<file path="src/rtl/encoder_4to2_sf.sv">
// Registered 4-to-2 encoder with sample enable, multi-hot rejection and a saturating reject counter.
// Define ENCODER_4TO2_SF_PRIORITY_EN to encode multi-hot inputs by their highest set bit instead of rejecting them.
module encoder_4to2_sf #(
    parameter int ERR_CNT_W = 8
) (
    input  logic                 clk,
    input  logic                 rst,
    input  logic                 en,
    input  logic [3:0]           d,
    output logic [1:0]           o,
    output logic                 valid,
    output logic                 err,
    output logic [ERR_CNT_W-1:0] err_cnt
);

    typedef struct packed {
        logic       zero;
        logic       one_hot;
        logic [1:0] code;
    } dec_t;

    dec_t dec;

    // The code is the highest set bit, which is also the unique bit when d is one-hot.
    always_comb begin
        dec         = '0;
        dec.zero    = (d == 4'b0000);
        dec.one_hot = !dec.zero && ((d & (d - 4'd1)) == 4'b0000);
        if (d[3])      dec.code = 2'd3;
        else if (d[2]) dec.code = 2'd2;
        else if (d[1]) dec.code = 2'd1;
        else           dec.code = 2'd0;
    end

    logic accept;
`ifdef ENCODER_4TO2_SF_PRIORITY_EN
    assign accept = !dec.zero;
`else
    assign accept = dec.one_hot;
`endif

    always_ff @(posedge clk) begin
        if (rst) begin
            o       <= 2'b00;
            valid   <= 1'b0;
            err     <= 1'b0;
            err_cnt <= '0;
        end else if (en) begin
            if (dec.zero) begin
                valid <= 1'b0;
                err   <= 1'b0;
            end else if (accept) begin
                o     <= dec.code;
                valid <= 1'b1;
                err   <= 1'b0;
            end else begin
                // Rejected multi-hot sample: o keeps its last good code.
                valid <= 1'b0;
                err   <= 1'b1;
                if (err_cnt != {ERR_CNT_W{1'b1}})
                    err_cnt <= err_cnt + 1'b1;
            end
        end
    end

endmodule

</file>
<file path="config.mk">
export PLATFORM = sky130hd
export DESIGN_NAME = encoder_4to2_sf
export DESIGN_NICKNAME = d
export VERILOG_FILES = /design/src/rtl/encoder_4to2_sf.sv
export SDC_FILE = /design/constraint.sdc
export NUM_CORES = 1
export LEC_CHECK = 0
export CORE_AREA = 2 2 45 47
export DETAILED_ROUTE_END_ITERATION = 6
export DIE_AREA = 0 0 47 49
export PLACE_DENSITY = 0.66
export SYNTH_ARGS = -nofsm -noshare
export SYNTH_HDL_FRONTEND = slang
export SYNTH_SLANG_ARGS = --single-unit
</file>
<file path="constraint.sdc">
create_clock -name clk -period 2.3 [get_ports clk]
set_clock_uncertainty 0.05 [all_clocks]
set_input_delay 0.23 -clock clk [delete_from_list [all_inputs] [get_ports clk]]
set_output_delay 0.23 -clock clk [all_outputs]
set_load 0.01 [all_outputs]
</file>
=== After elaboration in Yosys (flattened, before gate mapping) ===
Index checks and enable logic that the tools add are counted.

* Register bits after elaboration: 12
* Input port bits: 7
* Output and inout port bits: 12
* Word-level logic and storage cells: 23

* $add $sub $neg: 2
* Equal/unequal tests: 1
* Muxes and demuxes: 7
* Bitwise logic cells: 3
* Reduce and logical (&&, ||, !) cells: 6

{| class="wikitable"
|+ Operator list
! kind !! number
|-
| 8-bit by 1-bit adder with 8-bit output, second input constant || 1
|-
| 4-bit zero test || 2
|-
| 8-bit inequality test, second input constant || 1
|-
| 1-bit two-way mux || 5
|-
| 4-bit AND || 1
|-
| 2-bit two-way mux || 2
|-
| 4-bit AND reduction || 1
|-
| 4-bit by 1-bit subtractor with 4-bit output, second input constant || 1
|-
| 3-bit AND reduction || 1
|-
| 1-bit NOT || 2
|-
| 1-bit logical AND || 1
|-
| 1-bit zero test || 1
|}

=== Longest topological paths before layout ===
* Word-level depth: 6
* Depth in mapped cells: 6
* Gate-level depth less buffers: 5

=== Least setup slack after synthesis ===
No wires, ideal clock.

* Path type: in2reg
* Start: in d[1]
* End: reg err_cnt[4]
* Library setup time: 71 ps
* Data arrival time: 1553 ps
* Required time: 2179 ps
* Setup slack: 627 ps
* Stages on the path: 6
* Path buffers: 2
* Path through: buf_2 a211oi_1 or4b_4 buf_6 or3_1 a21oi_1

* Cells in the longest elaborated chain, start to end: 6
* Elaborated cells between the ends (all ways): 9
* Classes of those cells: add/sub: 1; bitwise: 3; reduce/logical: 5

{| class="wikitable"
|+ RTL lines
! item !! RTL line !! RTL
|-
| from (decl) || 9 || <nowiki>input logic [3:0] d,</nowiki>
|-
| 4-bit by 1-bit subtractor with 4-bit output || 28 || <nowiki>dec.one_hot = !dec.zero && ((d & (d - 4'd1)) == 4'b0000);</nowiki>
|-
| 4-bit AND || 28 ||
|-
| 4-bit zero test || 28 ||
|-
| 1-bit logical AND || 28 ||
|-
| 1-bit NOT (no source line) || -- ||
|-
| 4-bit AND reduction (no source line) (*) || -- ||
|-
| to (signal assigned) || 61 || <nowiki>err_cnt <= err_cnt + 1'b1;</nowiki>
|-
| to (decl) || 13 || <nowiki>output logic [ERR_CNT_W-1:0] err_cnt</nowiki>
|}

Mark *: on every way between the ends. The rest lies on a longest branch, timed or not.
A chain may end at the register's enable or synchronous reset.

=== Final worst setup path ===
* Start: in d[2]
* End: reg err_cnt[5]

Same word-level chain as after synthesis.

==> reports/summary.txt <==
Grt total ovfl - 0
Largest net degree at the start of global routing - 16
MaxCap Viol Count - 0
Finished Core Util - 0.4973
Leak Pwr - 0.3019 nW
Total CTS buffers - 3
Initial antenna violation count - 0
Proportion of layout cells with a drive suffix above 1 - 0.1275
Critical path class - in2reg
Max Root-Sink Buffers - 2
Rel. slew slack - 0.6053
Initial core utilization - 0.3682
Die width - 47 um
Post-CTS sizing - 0
GR Util All Layers - 0.1441
Clock root cell - clkbuf_4
Vias in the first global route - 592
Post-synth top flop - dfxtp_1
Mapped Nets - 89
Seq/Total Area, Yosys - 0.3542
Status - completed
Type of the worst min-delay path - reg2reg
VDD IR max - 0.3013 mV
Post-synth ARST share - 0
Number of DRC markers in iteration 0 - 9
Worst r2r src - err_cnt[0]
Initial DRT Pass Iterations - 4
Crit Path Max Fanout - 15
Worst Path Required - 2.43 ns
Post-synthesis cell count - 81
CTS sink count - 12
CP Capture Type - flop
R2R Setup Slk - 0.48 ns
Worst-Skew Late Latency - 0.28 ns
Reg2reg end - err_cnt[5]
First-pass GRT wire length - 2435 um
Unique cell type count in the Yosys netlist - 32
Netlist Area Pre-Place - 678.2 um^2
Vias per cell - 5.209
RSZ-0062 raised after global routing - false
Post-CTS Setup Bufs - 0
Pwr dens - 509.3 mW/mm^2
Max-slew violations - 0
Crit share post-route - 0.8499
Die Footprint - 0.002303 mm^2
Crit path DAT - 2.08 ns
Area growth, synth to finish - 35.06%
Dpl hpwl - 1073 um
Most common cell after layout, fill and taps aside - clkdlybuf4s50_1
Final setup viols - 0
# hold bufs at CTS - 0
Hold depth - 2
Wire per inst - 11.39 um
GPL Wtd Cong - 0.8011
Final WL - 1469 um
Nets - 111
Final hold vios - 0
Final min period - 1.955 ns
Most used cells in the layout excluding fill and tap cells - clkdlybuf4s50_1, dfxtp_1, a21oi_1
Core area - 0.001842 mm^2
IO Port Bufs - 18
Fmax - 511.5 MHz
Crit path from - d[2]
Vias post-DR - 672
Tightest Pin Transition - 0.5875 ns
Site Rows - 16
Synthesized flop and latch total - 12
Ys Warns - 0
Setup crit start kind - input pin
FF-to-FF path depth - 5
Htree depth - 1
Number of synthesized flops with an enable pin - 0
Post-route ant nets - 0
Clock-pin slew on the worst setup and hold paths - 0.08 ns
Post-Syn Area per Cell - 8.372 um^2
Die height - 49 um
Fin Setup TNS - 0 ns
Residual DRC - 0
CTS tree - built
I/O pins - 19
N_diodes - 0
Setup crit end - err_cnt[5]
==> worst min path at each step <==
stage	start	endpoint	slack [ns]
after floorplan	en	valid	0.29
after global placement	err	err	0.41
after detailed placement	err	err	0.42
after CTS	err	err	0.43
final	err	err	0.43
after global routing	valid	valid	0.45
==> power breakdown <==
group / leakage, nW / switching, mW / internal [mW]
sequential: 0.0975 / 0.00575 / 0.214
clock: 0.0210 / 0.0760 / 0.0964
combinational: 0.183 / 0.0348 / 0.0395
==> kinds of logic after synthesis <==
kind of cell             synth area share
XOR/XNOR                          0.02583
flip-flops                         0.3542
buffers and inverters             0.09039
AO/OA/AOI/OAI                      0.2196
adder cells (fa/ha/maj)           0.01845
AND/OR/NAND/NOR                    0.2602
multiplexers                      0.03136
==> metrics by stage <==
stage | setup WS (ns) | cells | hold WS (ns) | total power, mW | instance area, um^2
after floorplan | 0.6268 | 81 | 0.2887 | 0.2693 | 678.2
after global placement | 0.08111 | 125 | 0.4135 | 0.2971 | 879.6
after detailed placement | 0.05495 | 125 | 0.4203 | 0.2987 | 879.6
after CTS | 0.3619 | 129 | 0.4308 | 0.4735 | 915.9
after global routing | 0.2697 | 129 | 0.4538 | 0.4897 | 915.9
final | 0.3451 | 129 | 0.4273 | 0.4664 | 915.9
==> area by class of cell <==
cell class | instances | area [um^2]
clock buffer | 4 | 36.28
multi-input combinational | 60 | 376.6
timing repair buffer | 23 | 217.7
sequential | 12 | 240.2
inverter | 3 | 11.26
fill | 194 | 925.9
tap | 27 | 33.78
==> Yosys cell counts, types with 2 or more instances <==
| library cell | count | area share |
|---|---|---|
| a21oi_1 | 9 | 0.066 |
| xor2_1 | 2 | 0.026 |
| dfxtp_1 | 12 | 0.35 |
| nand2b_1 | 3 | 0.028 |
| o31ai_1 | 2 | 0.022 |
| or4_1 | 3 | 0.033 |
| nor2_1 | 3 | 0.017 |
| nand3_1 | 2 | 0.015 |
| or3_1 | 2 | 0.018 |
| buf_6 | 3 | 0.050 |
| a211oi_1 | 4 | 0.044 |
| nor3_1 | 5 | 0.037 |
| inv_1 | 3 | 0.017 |
| o21ai_0 | 5 | 0.037 |
| nand2_1 | 6 | 0.033 |
==> state kept, by name (all words and copies together) (netlist names) <==
signal   flops
valid        1
err          1
o            2
err_cnt      8
==> critical path: stages <==
cell,delay [ns]
clkdlybuf4s50_1,0.55
nor3_1,0.07
or4b_4,0.62
nor4_1,0.24
mux2_2,0.37
==> layer usage <==
| layer | GRT usage | wire (um) | up-vias |
|---|---|---|---|
| li1 | - | - | 343 |
| met1 | 0.1670 | 622 | 305 |
| met2 | 0.2260 | 745 | 20 |
| met3 | 0.04815 | 70 | 4 |
| met4 | 0.07407 | 31 | 0 |
| met5 | 0 | 0 | - |
No activity file was read; power rests on OpenSTA's default activity.
==> patch 1 (config.mk and constraints unchanged) <==
Add an input register stage for `en` and `d`; this delays them by one clock.
--- a/src/rtl/encoder_4to2_sf.sv
+++ b/src/rtl/encoder_4to2_sf.sv
@@ -19,16 +19,24 @@
         logic [1:0] code;
     } dec_t;
 
+    logic en_q;
+    logic [3:0] d_q;
+
+    always_ff @(posedge clk) begin
+        en_q <= en;
+        d_q  <= d;
+    end
+
     dec_t dec;
 
     // The code is the highest set bit, which is also the unique bit when d is one-hot.
     always_comb begin
         dec         = '0;
-        dec.zero    = (d == 4'b0000);
-        dec.one_hot = !dec.zero && ((d & (d - 4'd1)) == 4'b0000);
-        if (d[3])      dec.code = 2'd3;
-        else if (d[2]) dec.code = 2'd2;
-        else if (d[1]) dec.code = 2'd1;
+        dec.zero    = (d_q == 4'b0000);
+        dec.one_hot = !dec.zero && ((d_q & (d_q - 4'd1)) == 4'b0000);
+        if (d_q[3])      dec.code = 2'd3;
+        else if (d_q[2]) dec.code = 2'd2;
+        else if (d_q[1]) dec.code = 2'd1;
         else           dec.code = 2'd0;
     end
 
@@ -45,7 +53,7 @@
             valid   <= 1'b0;
             err     <= 1'b0;
             err_cnt <= '0;
-        end else if (en) begin
+        end else if (en_q) begin
             if (dec.zero) begin
                 valid <= 1'b0;
                 err   <= 1'b0;
Formal check against the unedited RTL: not equivalent (Yosys sat finds a counterexample within 4 cycles, from zero or initial values and one cycle with rst high).
==> patch 1 against the original RTL <==
  * Routed wire length grew 0.61%
  * Largest cell class unchanged
  * Synthesized area grew 16%
  * Largest power group unchanged
  * Critical path type is now reg2reg
  * Combinational power is 12% lower
  * Sequential cell count up 5
  * Power is 17% higher
  * Sequential share of layout area grew 8.3 points
  * Global-route usage barely moved
  * Non-clock buffer count decreased by 5
  * Worst setup slack better by 0.26 ns
  * Critical endpoint unchanged
  * Final area grew 7.5%
==> patch 1: results (changes against the original RTL) <==
metric	value	unit	change
status	complete, no violations		
route.met3.wl	46	µm	-34%
worstPathMaxFanout	11		-4
pwr-share-clk	29.3	%	-7.7 points
ir_worst_vdd	0.000364	V	+21%
wl_met1	731	µm	+18%
vias_per_cell	5.12		-1.6%
max_slew_margin	63.7	%	+3.2 points
p_leak	0.326	nW	+8.0%
drt_iter0_drc	8		-1
place_hpwl	1100	µm	+2.5%
hold_path_class	in2reg		
buffers	18		-22%
synthesis.nets	94		+5.6%
ys_warn_count	0		unchanged
synth_compound_area_share	17.8	%	-4.1 points
gp_congestion	0.735		-8.2%
bufAreaShareNonClock	18.3	%	-5.5 points
grt_pass1_wl	2480	µm	+1.7%
port_buffers	18		unchanged
cts_max_level	1		unchanged
clk_pin_slew	0.10	ns	+0.02 ns
slowest_delay	0.49	ns	-0.13 ns
inverters	2		-1
nMultiInputCombCells	61		+1.7%
largestRegisters	err_cnt: 8 flops, d_q: 4 flops, o: 2 flops		
dpl_cell_area	958	µm²	+9.0%
seqPwrFrac	58.8	%	+12 points
layout.nets	111		unchanged
fin_crit_sh	73.8	%	-11 points
fillers	176		-9.3%
synthMuxAreaShare	5.56	%	+2.4 points
grt_pass1_vias	555		-6.3%
routed_wl	1480	µm	+0.61%
track_usage	14.4	%	+0.021 points
cpLargestDelayFamily	flip-flops		
p_sw_share	24.8	%	-0.19 points
clock_area_share	2.67	%	-1.3 points
met2_length	677	µm	-9.1%
drive_gt1_share	8.82	%	-3.9 points
critPathSlowestCell	dfxtp_1		
clock_buffers	4		unchanged
synth-seq-cells	17		+5
synth-adder-area-share	3.34	%	+1.5 points
worst_ep_arrival_time	1.84	ns	-0.24 ns
grt_max_degree	17		+1
multi_input_area_share	40.3	%	-0.84 points
seq_area_frac_synth	43.2	%	+7.8 points
synth_xor_area_share	2.23	%	-0.36 points
synth_commonest_cells	dfxtp_1, a21oi_1, nand2_1		
yosys-top-cells-area	dfxtp_1, a21oi_1, mux2_2		
seq_area_share	34.6	%	+8.3 points
## patch 1: path summary, 6_finish.rpt
path	cells past startpoint	endpoint	slack (ns)	start
min	1	d_q[2]$_DFF_P_	0.33	d[2]
min reg2reg	2	err$_SDFFE_PP0P_	0.43	err$_SDFFE_PP0P_
max	4	err_cnt[5]$_SDFFE_PP0P_	0.60	d_q[3]$_DFF_P_
max reg2reg	4	err_cnt[5]$_SDFFE_PP0P_	0.60	d_q[3]$_DFF_P_
## patch 1: cells by family after synthesis
| logic type | Yosys count |
|---|---|
| muxes | 4 |
| AOI/OAI and AO/OA | 21 |
| adders and majority gates | 2 |
| xor gates and xnor gates | 2 |
| DFF | 17 |
| buffers and inverters | 8 |
| and+or+nand+nor | 32 |
## patch 1: metrics by stage
stage / utilization, % / worst slack (ns) / power, W / hold WS (ns) / std cells
final: 53.5 / 0.602 / 0.000548 / 0.331 / 129
after global routing: 53.5 / 0.517 / 0.000575 / 0.325 / 129
after CTS: 53.5 / 0.581 / 0.000553 / 0.323 / 129
after detailed placement: 52.0 / 0.585 / 0.000394 / 0.419 / 125
after global placement: 52.0 / 0.630 / 0.000392 / 0.415 / 125
after floorplan: - / 0.715 / 0.000369 / 0.208 / 86
## patch 1: worst reg2reg max path, delay by kind of cell, from the launching register on
family	cells	cell delay [ns]
compound gates	1	0.12
fa+ha+maj	1	0.26
flops	1	0.49
mux	1	0.36
simple gates	1	0.33
## patch 1: metal layers
metal,global-route usage [%],vias to the layer above
met5,0,-
met4,7.41,0
met3,3.33,2
met2,18.7,17
met1,21.7,299
li1,-,343
==> patch 2 (same settings) <==
Made on the original files. Change the parameter `ERR_CNT_W` from 8 to 6.
--- a/src/rtl/encoder_4to2_sf.sv
+++ b/src/rtl/encoder_4to2_sf.sv
@@ -1,7 +1,7 @@
 // Registered 4-to-2 encoder with sample enable, multi-hot rejection and a saturating reject counter.
 // Define ENCODER_4TO2_SF_PRIORITY_EN to encode multi-hot inputs by their highest set bit instead of rejecting them.
 module encoder_4to2_sf #(
-    parameter int ERR_CNT_W = 8
+    parameter int ERR_CNT_W = 6
 ) (
     input  logic                 clk,
     input  logic                 rst,
Interface: changed (resized err_cnt); port bits go from 19 to 17. No check against the original RTL was run, so the function may have changed too.
==> patch 2 against the original RTL <==
  * Worst setup slack better by 0.27 ns
  * Sequential share of layout area is 0.83 points lower
  * Synthesized area is 13% lower
  * Non-clock buffer count is 6 lower
  * Sequential power is 15% lower
  * Die area stayed put
  * Sequential cell count is 2 lower
  * Maximum frequency is 16% higher
  * Power is 19% lower
  * Final area is 14% lower
  * Routed wire length is 21% lower
  * Clock power is 31% lower
  * Via count is 18% lower
==> patch 2: results (changes against the original RTL) <==
metric	value	unit	change
status	complete, no violations		
clk_latency	0.26	ns	-0.02 ns
cpLargestDelayFamily	buffers and inverters		
cts_made_buffers	3		unchanged
gp_congestion	0.712		-11%
yosys.cell_types.count	33		+3.1%
synth_commonest_cells	dfxtp_1, nor2_1, nand2_1		
synthesis.nets	76		-15%
critPathSlowestCell	clkdlybuf4s50_1		
vias_per_cell	4.99		-4.2%
drt_iter0_drc	4		-5
track_usage	12.0	%	-2.4 points
internal_power	0.000280	W	-20%
worstPathMaxFanout	8		-7
cts-resized-gates	0		unchanged
layout.nets	94		-15%
fillers	200		+3.1%
grt_pass1_vias	504		-15%
largestRegisters	err_cnt: 6 flops, o: 2 flops		
ir_worst_vdd	0.000321	V	+6.5%
worst_ep_arrival_time	1.78	ns	-0.30 ns
place_hpwl	869	µm	-19%
yosys-top-cells-area	dfxtp_1, mux2_1, nor2_1		
diodes	0		unchanged
p_leak	0.278	nW	-8.0%
port_buffers	16		-2
grt_max_degree	15		-1
seq_area_frac_synth	33.8	%	-1.6 points
clk_pin_slew	0.06	ns	-0.02 ns
drive_gt1_share	10.7	%	-2.0 points
grt_pass1_wl	2040	µm	-16%
cts_max_level	1		unchanged
max_slew_margin	66.5	%	+6.0 points
[patch 2: changes by cell type after synthesis, moves of 2 or more]
cell      delta
nor2b_1      +2
inv_1        -2
o21ai_0      -4
dfxtp_1      -2
nor3_1       -2
buf_6        -3
a211oi_1     -2
mux2_1       +3
nor2_1       +5
a21oi_1      -7
or3_1        -2
[patch 2: worst paths after layout]
path | from | to | slack (ns) | depth (start not counted)
worst max register to register | err_cnt[0]$_SDFFE_PP0P_ | err_cnt[2]$_SDFFE_PP0P_ | 0.69 | 5
worst min-delay path | valid$_SDFFE_PP0P_ | valid$_SDFFE_PP0P_ | 0.44 | 2
worst min register to register | valid$_SDFFE_PP0P_ | valid$_SDFFE_PP0P_ | 0.44 | 2
worst max-delay path | d[0] | err_cnt[5]$_SDFFE_PP0P_ | 0.62 | 5
[patch 2: kinds of logic after synthesis]
kind of cell / share of synthesized area [%]
compound gates: 21.6
xor+xnor: 2.96
fa+ha+maj: 2.11
buf+inv: 5.92
flops: 33.8
mux: 7.40
simple gates: 26.2
[patch 2: metal layers]
| metal | part of all wire, % | GRT usage [%] | vias up |
|---|---|---|---|
| met1 | 48 | 15.3 | 260 |
| met2 | 48 | 17.6 | 11 |
| met5 | 0 | 0 | - |
| li1 | - | - | 281 |
| met3 | 3.8 | 3.33 | 2 |
| met4 | 0.86 | 6.94 | 0 |
[patch 2: area by class of cell]
type | count | area (µm²) | share of cell area, %
multi-input combinational | 52 | 357 | 45.2
inverter | 2 | 7.51 | 0.952
tap | 27 | 33.8 | 4.29
timing repair buffer | 17 | 168 | 21.3
sequential | 10 | 200 | 25.4
clock buffer | 3 | 22.5 | 2.86
[patch 2: power groups by stage]
stage | registers [W] | logic [W] | clock network [W]
finish | 0.000187 | 0.0000751 | 0.000118
global route | 0.000188 | 0.0000832 | 0.000130
CTS | 0.000187 | 0.0000759 | 0.000124
detailed placement | 0.000191 | 0.0000756 | 0
global placement | 0.000190 | 0.0000746 | 0
floorplan | 0.000193 | 0.0000417 | 0
[patch 2: metrics by stage]
step | cells | setup WS (ns) | area, µm² | total power, W
floorplan | 68 | 0.778 | 592 | 0.000235
global route | 111 | 0.539 | 788 | 0.000401
global placement | 108 | 0.371 | 766 | 0.000265
detailed placement | 108 | 0.334 | 766 | 0.000266
CTS | 111 | 0.615 | 788 | 0.000386
finish | 111 | 0.616 | 788 | 0.000380
[patch 2: worst min-delay path: stages, from the launching register on]
cell,delay (ns)
dfxtp_1,0.31
nor2_1,0.08
a311oi_1,0.05
